$ cat src/rtl/vga_sprite_mixer_if.sv
// Collision event channel between the sprite mixer and the game logic.
//   coll_valid    : FIFO head holds an event (producer -> consumer)
//   coll_ready    : consumer accepts the head event (consumer -> producer)
//   coll_proj     : projectile index of the head event
//   coll_target   : invader index for laser hits, 0 for missile-on-player hits
//   coll_overflow : sticky until next frame, an event was dropped
interface vga_sprite_mixer_if #(
  parameter int N_PROJ    = 4,
  parameter int INV_IDX_W = 6
);
  localparam int PIDX_W = $clog2(N_PROJ);

  logic                 coll_valid;
  logic                 coll_ready;
  logic [PIDX_W-1:0]    coll_proj;
  logic [INV_IDX_W-1:0] coll_target;
  logic                 coll_overflow;

  modport master (
    output coll_valid, coll_proj, coll_target, coll_overflow,
    input  coll_ready
  );

  modport slave (
    input  coll_valid, coll_proj, coll_target, coll_overflow,
    output coll_ready
  );
endinterface

$ cat src/rtl/vga_sprite_mixer.sv
// Pixel mixer and collision reporter for the invaders display path.
//   clk, rst        : clock, synchronous active-low reset
//   data_enable     : active video, aligned with pixel_x/pixel_y
//   frame           : 1-cycle pulse at start of blanking
//   pixel_x/pixel_y : current pixel coordinate
//   player_draw     : player sprite pixel, one cycle after pixel_x/y
//   invader_idx     : invader under the pixel (0 = none), one cycle after pixel_x/y
//   proj_active/x/y : per-projectile enable and position (index 0 = laser)
//   vga_out         : mixed colour, two cycles after pixel_x/y
//   coll            : collision event FIFO output (valid/ready)

// Per-projectile rectangle test. Upper bounds are formed one bit wider so a
// projectile near the right/bottom edge never wraps around to coordinate 0.
module vga_proj_hit #(
  parameter int COORD_W = 10,
  parameter int PROJ_W  = 2,
  parameter int PROJ_H  = 8
) (
  input  logic               active,
  input  logic               data_enable,
  input  logic [COORD_W-1:0] pixel_x,
  input  logic [COORD_W-1:0] pixel_y,
  input  logic [COORD_W-1:0] proj_x,
  input  logic [COORD_W-1:0] proj_y,
  output logic               hit
);
  logic [COORD_W:0] x_end, y_end;

  assign x_end = {1'b0, proj_x} + (COORD_W+1)'(PROJ_W);
  assign y_end = {1'b0, proj_y} + (COORD_W+1)'(PROJ_H);
  assign hit   = active & data_enable &
                 (pixel_x >= proj_x) & ({1'b0, pixel_x} < x_end) &
                 (pixel_y >= proj_y) & ({1'b0, pixel_y} < y_end);
endmodule

module vga_sprite_mixer #(
  parameter int         N_PROJ     = 4,
  parameter int         COORD_W    = 10,
  parameter int         INV_IDX_W  = 6,
  parameter int         PROJ_W     = 2,
  parameter int         PROJ_H     = 8,
  parameter int         FIFO_DEPTH = 4,
  parameter logic [7:0] PLAYER_COL = 8'h1C,
  parameter logic [7:0] PROJ_COL   = 8'hFF,
  parameter logic [7:0] INV_COL    = 8'hFF
) (
  input  logic                      clk,
  input  logic                      rst,
  input  logic                      data_enable,
  input  logic                      frame,
  input  logic [COORD_W-1:0]        pixel_x,
  input  logic [COORD_W-1:0]        pixel_y,
  input  logic                      player_draw,
  input  logic [INV_IDX_W-1:0]      invader_idx,
  input  logic [N_PROJ-1:0]         proj_active,
  input  logic [N_PROJ*COORD_W-1:0] proj_x,
  input  logic [N_PROJ*COORD_W-1:0] proj_y,
  output logic [7:0]                vga_out,
  vga_sprite_mixer_if.master        coll
);
  localparam int PIDX_W = $clog2(N_PROJ);
  localparam int AW     = $clog2(FIFO_DEPTH);
  localparam int STAGES = 1;

  typedef struct packed {
    logic [PIDX_W-1:0]    proj;
    logic [INV_IDX_W-1:0] target;
  } coll_evt_t;

  // ---------------- stage 1: projectile hit test ----------------
  logic [N_PROJ-1:0]   hit_d, hit_q;
  logic [STAGES-1:0]   vld_pipe;

  for (genvar i = 0; i < N_PROJ; i++) begin : g_lane
    vga_proj_hit #(
      .COORD_W(COORD_W), .PROJ_W(PROJ_W), .PROJ_H(PROJ_H)
    ) u_hit (
      .active      (proj_active[i]),
      .data_enable (data_enable),
      .pixel_x     (pixel_x),
      .pixel_y     (pixel_y),
      .proj_x      (proj_x[i*COORD_W +: COORD_W]),
      .proj_y      (proj_y[i*COORD_W +: COORD_W]),
      .hit         (hit_d[i])
    );
  end

  always_ff @(posedge clk) begin
    if (!rst) begin
      hit_q    <= '0;
      vld_pipe <= '0;
    end else begin
      hit_q       <= hit_d;
      vld_pipe[0] <= data_enable;
    end
  end

  // ---------------- stage 2: colour mix and collision pick ----------------
  // player_draw/invader_idx arrive one cycle late, so they line up with hit_q.
  logic              inv_nz;
  logic [7:0]        pix_col;
  logic [N_PROJ-1:0] rep;       // projectile already reported this frame
  logic [N_PROJ-1:0] cand;
  logic [N_PROJ-1:0] cand_sel;  // one-hot, lowest candidate
  logic [PIDX_W-1:0] sel_idx;
  logic              cand_any;
  coll_evt_t         sel_evt;

  assign inv_nz = |invader_idx;

  always_comb begin
    pix_col = 8'h00;
    if (vld_pipe[0]) begin
      if (player_draw)  pix_col = PLAYER_COL;
      else if (|hit_q)  pix_col = PROJ_COL;
      else if (inv_nz)  pix_col = INV_COL;
    end
  end

  always_comb begin
    cand = '0;
    for (int i = 0; i < N_PROJ; i++)
      cand[i] = hit_q[i] & ~rep[i] & ((i == 0) ? inv_nz : player_draw);
    cand_sel = cand & (~cand + N_PROJ'(1));
    sel_idx  = '0;
    for (int i = 0; i < N_PROJ; i++)
      if (cand_sel[i]) sel_idx = PIDX_W'(i);
  end

  assign cand_any       = |cand;
  assign sel_evt.proj   = sel_idx;
  assign sel_evt.target = cand_sel[0] ? invader_idx : '0;

  // ---------------- event FIFO ----------------
  // Pointers carry one extra wrap bit to tell full from empty.
  coll_evt_t   mem [FIFO_DEPTH];
  logic [AW:0] wr_ptr, rd_ptr;
  logic        empty, full, push, pop, drop, ovf;
  coll_evt_t   head;

  assign empty = (wr_ptr == rd_ptr);
  assign full  = (wr_ptr[AW] != rd_ptr[AW]) && (wr_ptr[AW-1:0] == rd_ptr[AW-1:0]);
  assign pop   = ~empty & coll.coll_ready;
  // A pop frees the slot in the same cycle, so a full FIFO can still accept.
  assign push  = cand_any & (~full | pop);
  assign drop  = cand_any & full & ~pop;

  always_ff @(posedge clk) begin
    if (!rst) begin
      vga_out <= 8'h00;
      rep     <= '0;
      ovf     <= 1'b0;
      wr_ptr  <= '0;
      rd_ptr  <= '0;
      for (int k = 0; k < FIFO_DEPTH; k++) mem[k] <= '0;
    end else begin
      vga_out <= pix_col;
      // Dropped events still mark the projectile as reported.
      if (frame) rep <= '0;
      else       rep <= rep | cand_sel;
      if (drop)       ovf <= 1'b1;
      else if (frame) ovf <= 1'b0;
      if (push) begin
        mem[wr_ptr[AW-1:0]] <= sel_evt;
        wr_ptr              <= wr_ptr + (AW+1)'(1);
      end
      if (pop) rd_ptr <= rd_ptr + (AW+1)'(1);
    end
  end

  assign head               = mem[rd_ptr[AW-1:0]];
  assign coll.coll_valid    = ~empty;
  assign coll.coll_proj     = head.proj;
  assign coll.coll_target   = head.target;
  assign coll.coll_overflow = ovf;
endmodule

$ cat src/flat_wrapper.sv
// flat-port wrapper written by rule: the top's interface ports become plain ports
module vga_sprite_mixer_flat 
#(
  parameter int         N_PROJ     = 4,
  parameter int         COORD_W    = 10,
  parameter int         INV_IDX_W  = 6,
  parameter int         PROJ_W     = 2,
  parameter int         PROJ_H     = 8,
  parameter int         FIFO_DEPTH = 4,
  parameter logic [7:0] PLAYER_COL = 8'h1C,
  parameter logic [7:0] PROJ_COL   = 8'hFF,
  parameter logic [7:0] INV_COL    = 8'hFF
)
  (clk, rst, data_enable, frame, pixel_x, pixel_y, player_draw, invader_idx, proj_active, proj_x, proj_y, vga_out, coll_coll_valid, coll_coll_proj, coll_coll_target, coll_coll_overflow, coll_coll_ready);
  vga_sprite_mixer_if #(.N_PROJ(N_PROJ), .INV_IDX_W(INV_IDX_W)) coll_i ();
  input  logic clk;
  input  logic rst;
  input  logic data_enable;
  input  logic frame;
  input  logic [COORD_W-1:0] pixel_x;
  input  logic [COORD_W-1:0] pixel_y;
  input  logic player_draw;
  input  logic [INV_IDX_W-1:0] invader_idx;
  input  logic [N_PROJ-1:0] proj_active;
  input  logic [N_PROJ*COORD_W-1:0] proj_x;
  input  logic [N_PROJ*COORD_W-1:0] proj_y;
  output logic [7:0] vga_out;
  output wire logic [$bits(coll_i.coll_valid)-1:0] coll_coll_valid;
  output wire logic [$bits(coll_i.coll_proj)-1:0] coll_coll_proj;
  output wire logic [$bits(coll_i.coll_target)-1:0] coll_coll_target;
  output wire logic [$bits(coll_i.coll_overflow)-1:0] coll_coll_overflow;
  input wire logic [$bits(coll_i.coll_ready)-1:0] coll_coll_ready;
  assign coll_coll_valid = coll_i.coll_valid;
  assign coll_coll_proj = coll_i.coll_proj;
  assign coll_coll_target = coll_i.coll_target;
  assign coll_coll_overflow = coll_i.coll_overflow;
  assign coll_i.coll_ready = coll_coll_ready;
  vga_sprite_mixer #(.N_PROJ(N_PROJ), .COORD_W(COORD_W), .INV_IDX_W(INV_IDX_W), .PROJ_W(PROJ_W), .PROJ_H(PROJ_H), .FIFO_DEPTH(FIFO_DEPTH), .PLAYER_COL(PLAYER_COL), .PROJ_COL(PROJ_COL), .INV_COL(INV_COL)) u_core (.clk(clk), .rst(rst), .data_enable(data_enable), .frame(frame), .pixel_x(pixel_x), .pixel_y(pixel_y), .player_draw(player_draw), .invader_idx(invader_idx), .proj_active(proj_active), .proj_x(proj_x), .proj_y(proj_y), .vga_out(vga_out), .coll(coll_i));
endmodule
$ cat config.mk
export PLATFORM = sky130hd
export DESIGN_NAME = vga_sprite_mixer_flat
export DESIGN_NICKNAME = d
export VERILOG_FILES = /design/src/rtl/vga_sprite_mixer_if.sv /design/src/rtl/vga_sprite_mixer.sv /design/src/flat_wrapper.sv
export SDC_FILE = /design/constraint.sdc
export NUM_CORES = 1
export LEC_CHECK = 0
export CORE_MARGIN = 10
export CORE_UTILIZATION = 45
export CTS_BUF_LIST = sky130_fd_sc_hd__clkbuf_2 sky130_fd_sc_hd__clkbuf_4 sky130_fd_sc_hd__clkbuf_8
export DETAILED_ROUTE_END_ITERATION = 8
export GPL_ROUTABILITY_DRIVEN = 0
export GPL_TIMING_DRIVEN = 0
export PLACE_DENSITY = 0.72
export SLEW_MARGIN = 20
export SYNTH_ARGS = -nofsm -noshare
export SYNTH_HDL_FRONTEND = slang
export SYNTH_SLANG_ARGS = --single-unit
$ cat constraint.sdc
create_clock -name clk -period 2.99 [get_ports clk]
set_input_delay 0.598 -clock clk [delete_from_list [all_inputs] [get_ports clk]]
set_output_delay 0.598 -clock clk [all_outputs]
set_load 0.05 [all_outputs]
Yosys cells after proc, flatten, opt, wreduce, memory -nomap -nowiden
Memories as Yosys holds them, arrays and structs flattened. A register that Yosys moved wholly into a read port is not among the register bits.
Cells that the tools add are included.
Operators by class
  order comparisons: 16
  eq/ne operators: 3
  bitwise logic cells: 45
  muxes and demuxes: 18
  add/sub/neg operators: 11
  reduce and logical (&&, ||, !) cells: 9
Operator list (number)
  $lt A10 B11 Y1: 8
  $ge A10 B10 Y1: 8
  $add A10 B2 Y11 const B: 4
  $add A10 B4 Y11 const B: 4
  $and A1 B1 Y1: 32
  $mux W8: 3
  $mux W2: 5
  $not A1 Y1: 9
  $mux W1: 8
  $reduce_or A4 Y1: 2
  $reduce_or A8 Y1: 1
  $add A3 B1 Y3 const B: 2
  $mux W6: 1
  $reduce_or A6 Y1: 1
  $mux W5: 1
  $add A4 B1 Y4 const B: 1
  $and A4 B4 Y4: 1
  $not A4 Y4: 1
  $or A4 B4 Y4: 1
  $eq A3 B3 Y1: 1
  $reduce_or A3 Y1: 1
  $eq A2 B2 Y1: 1
  $reduce_and A2 Y1: 1
  $reduce_bool A2 Y1: 1
  4 further kinds: 4
Storage, ports and cells
  input port bits: 116
  bits in writable memories: 32
  logic and storage cells: 111
  register bits after elaboration: 24
  memories: 1
  output and inout bits: 18
Memories
  u_core.mem: depth 4, width 8, rd ports 1, clocked after Yosys merged registers in 1, write ports 4, line vga_sprite_mixer.sv:136  | coll_evt_t mem [FIFO_DEPTH];

Longest topological paths before layout
  word-level depth: 10
  mapped depth: 11
  gate-level depth less buffers: 11

By module
Synthesis repeated with hierarchy kept, for this count alone.
Unflattened totals
  cell total of the unflattened synthesis: 757
  area, all modules: 6740.2 um2
Modules (own cells, without submodules)
  vga_proj_hit: cells an instance 140, instances 4, sequential area each 0.0 um2, area an instance 1089.8 um2
  vga_sprite_mixer: cells an instance 197, instances 1, sequential area each 1361.3 um2, area an instance 2381.0 um2

Worst setup path before layout
Ideal clock, no wire load.
  kind: input-to-reg
  from: input proj_x[21]
  to: register u_core.hit_q[2]
  arrival: 2.531 ns
  data required time: 2.899 ns
  cell stages on the path: 8
  setup slack: 0.368 ns
  setup time: 0.091 ns
  buffers on the path: 0
  cells stage by stage: ha_1 xnor2_1 ha_1 a2111oi_0 a21o_1 a21oi_1 or4b_1 nor4bb_1
On the way
  longest elaborated chain between the ends: 5
  elaborated cells on any way between the ends: 7
  classes of those cells: 1 x add/sub; 2 x order compare; 4 x bitwise
Ends and longest elaborated chain
  start, declared: line flat_wrapper.sv:25  | input logic [N_PROJ*COORD_W-1:0] proj_x;
  $add A10 B2 Y11 or $ge A10 B10 Y1 (tied branches): line vga_sprite_mixer.sv:29, vga_sprite_mixer.sv:32
  $lt A10 B11 Y1 or $and A1 B1 Y1 (tied branches): line vga_sprite_mixer.sv:32, vga_sprite_mixer.sv:31
  $and A1 B1 Y1 * (2 in series): line vga_sprite_mixer.sv:32  | (pixel_x >= proj_x) & ({1'b0, pixel_x} < x_end) &
  $and A1 B1 Y1 *: line vga_sprite_mixer.sv:33  | (pixel_y >= proj_y) & ({1'b0, pixel_y} < y_end);
  end signal, assigned: line vga_sprite_mixer.sv:93  | hit_q <= hit_d;
  end, declared: line vga_sprite_mixer.sv:71  | logic [N_PROJ-1:0] hit_d, hit_q;
Mark *: on every way between the ends. The rest lies on a longest branch, timed or not.
A chain may end at the register's enable or synchronous reset.

Worst setup path after layout
  from: input proj_x[27]
  to: register u_core.hit_q[2]
Same word-level chain as after synthesis.

==> summary.txt <==
Run status
  – Status: finished, final reports clean

Timing
  – Setup violators final: 0
  – Max Slew Vio Count: 0
  – Tmin final: 2940 ps
  – Clock Skew: 11.4 ps
  – Worst Max-Slew Pin Slew: 680 ps
  – Achievable frequency: 0.340 GHz
  – Hold WS: 467 ps
  – Final worst-path cycle share: 98.4%
  – Slew margin rel.: 54.4%
  – Hold Fails Final Rpt: 0

Setup path
  – CP startpoint: proj_x[27]
  – Reg-to-reg critical path endpoint: u_core.mem[0][5]
  – CP Cell Sequence: clkdlybuf4s50_1 -> and4_4 -> and4_2 -> xnor2_1 -> ha_1 -> a211oi_2 -> a21oi_2 -> or4b_1 -> nor4bb_1
  – CP Class: input pin to register
  – CP Buf/Inv Count: 1
  – Worst R2R Setup Slack: 720 ps
  – Required time of the worst setup path: 3190 ps
  – Crit path to: u_core.hit_q[2]
  – Slowest stage delay, CP: 530 ps
  – CP max-delay cell: or4b_1
  – CP endpoint kind: register
  – Reg2Reg Depth: 7
  – Worst Path Max Fanout: 3
  – Reg-to-Reg Start: u_core.hit_q[0]
  – Delay-heaviest family, CP: simple AND/OR/NAND/NOR gates
  – Data arrival time of the critical path: 3140 ps
  – Critical Path Source Type: input pin
  – Crit. path cell count: 9

Global routing
  – Initial antenna violation count: 0
  – Overflow after GRT: 0
  – Global-route wire length before repair: 26100 microns
  – Largest net degree at the start of global routing: 16
  – GR Util All Layers: 15.4%
  – Vias in the first global route: 5745

Power and ir drop
  – Static Leak: 0.00363 uW
  – Overall Power: 2050 uW
  – Power density over the cells: 254 nW/um^2
  – Peak VDD IR: 0.000211 V

Logic synthesis
  – Yosys warning count: 0
  – Synth unique cells: 66
  – Post-synth net total: 990
  – Yosys reg bits: 52
  – Main synth FF type: edfxtp_1
  – Synthesized cell area: 6360 sq um
  – Post-synthesis sequential area ratio: 21.4%
  – Post-synth EDFFs: 32
  – Mapped Cells: 720
  – Ys async rst share: 0%
  – Syn_area_per_cell: 8.84 sq um

Drt
  – Via count: 5507
  – Vias per inst: 5.30
  – Post-route ant nets: 0
  – Post-DR wirelength/cell: 14.7 microns
  – DRC: 0
  – Detailed Routing Iterations Pass 1: 4
  – Initial DRC Count: 136
  – Final wirelength: 15300 microns

Clock tree
  – Worst skew pair latency: 300 ps
  – H-tree levels: 2
  – CTS tree: done
  – Root Driver: clkbuf_8
  – CTS buffer count: 5
  – Reg clk slew, reported paths: 90 ps
  – Max clock buf depth: 2
  – Clk sinks: 52

Floorplan
  – Die area: 19300 sq um
  – Initial Util: 45.9%
  – Row Count: 43
  – Die H: 139 microns
  – Core ar.: 13900 sq um
  – I/O pin cnt: 134
  – Die Span X: 139 microns

Run
  – # Max-Cap Violations: 0

Placed design
  – Port Buffers: 132
  – Detailed Place HPWL: 13600 microns
  – DP Cell Count: 1032

Layout
  – Final cell count without fillers: 1040
  – Filler cell count: 1278
  – Multi-input logic area: 4640 sq um
  – Layout cells sized above 1: 5.35%
  – Most frequent cells in the layout: ha_1, clkdlybuf4s50_1, inv_1
  – Area occupied by registers: 1360 sq um
  – Most common cell after layout, fill and taps aside: ha_1
  – Final nets: 1129
  – Area growth, synth to finish: 26.7%
  – N_diodes: 0

Hold path
  – HP Class: register to register
worst reg2reg max path: stages, from the launching register on:
cell and delay (ps):
dfxtp_1 350, inv_1 70, a311oi_2 370, o311ai_1 170, buf_2 210, or3_1 320
buf_2 180, nand2_1 280
synth_stat cells, drive strengths merged (3+ instances only):
cell	instances	area, sq um
xnor2	53	464
edfxtp	32	961
nand2b	10	62.6
a21o	17	128
nor2	58	218
and3	9	56.3
nand2	35	134
a31oi	3	18.8
ha	154	1930
buf	10	63.8
a211o	6	52.6
nand3	34	170
a2111oi	4	35.0
dfxtp	20	400
a21oi	38	190
o21a	4	30.0
nor2b	4	25.0
and2	9	56.3
mux4	8	180
o21ai	27	135
nand4	12	75.1
and4	3	30.0
clkbuf	4	16.3
o2111ai	4	35.0
a211oi	13	97.6
inv	90	338
o211ai	9	67.6
nor3	11	60.1
o221ai	3	26.3
through the flow:
step,setup slack (ps),area (sq um),util [%],setup TNS [ps]
finish,48.7,8060,58.1,0
global route,-15.3,8060,58.1,-15.3
CTS,-50.2,8030,57.8,-50.2
detailed placement,-610,7910,57.0,-4120
global placement,-407,7910,57.0,-3050
floorplan,368,6360,-,0
cell type report:
cell class | count | area share [%]
Multi-Input combinational cell | 564 | 57.5
Sequential cell | 52 | 16.9
Timing Repair Buffer | 133 | 16.5
Inverter | 90 | 4.19
Tap cell | 180 | 2.79
Clock buffer | 6 | 1.02
Buffer | 13 | 0.946
Clock inverter | 2 | 0.124
kinds of logic (layout without fill, tap and decap cells):
family / after synthesis / after routing / share of synthesized area (%)
flip-flops: 52 / 52 / 21.4
buffers and inverters: 104 / 244 / 6.57
multiplexers: 9 / 9 / 2.99
AO/OA/AOI/OAI: 148 / 148 / 15.7
AND/OR/NAND/NOR: 198 / 198 / 15.5
XOR/XNOR: 55 / 55 / 7.57
adder cells (fa/ha/maj): 154 / 154 / 30.3
state kept, by name, summed over array words and instances, names as in the netlist, named ones only:
name,cells
u_core.vld_pipe,1
u_core.mem,32
u_core.rd_ptr,3
u_core.wr_ptr,3
u_core.vga_out,2
u_core.coll.coll_overflow,1
u_core.rep,4
u_core.hit_q,4
routing by layer:
| metal | vias up | track usage, % | wire length, microns |
|---|---|---|---|
| met5 | - | 0 | 0 |
| met4 | 0 | 1.76 | 55 |
| met3 | 6 | 3.70 | 845 |
| met2 | 108 | 28.8 | 7700 |
| met1 | 2510 | 17.8 | 6660 |
| li1 | 2883 | - | - |
power breakdown:
part | switching (uW) | internal [uW]
registers | 9.71 | 777
logic | 429 | 430
clock network | 219 | 185
total | 657 | 1390
worst min-delay path by stage:
stage | from | end | slack, ps | depth (start not counted)
after floorplan | u_core.rep[2] | u_core.rep[2] | 430 | 2
after detailed placement | u_core.rep[2] | u_core.rep[2] | 450 | 2
final | u_core.rep[2] | u_core.rep[2] | 470 | 2
after CTS | u_core.rep[2] | u_core.rep[2] | 470 | 2
after global routing | u_core.rep[3] | u_core.rep[3] | 500 | 2
after global placement | u_core.rep[2] | u_core.rep[2] | 440 | 2
what timing repair did:
item | in CTS | in global routing
gates resized for setup | 9 | 9
endpoints found under the setup margin | 9 | 3
pin swaps | 1 | 6
hold buffers | 0 | 0
setup buffers | 0 | 1
No activity file was read; power rests on OpenSTA's default activity.
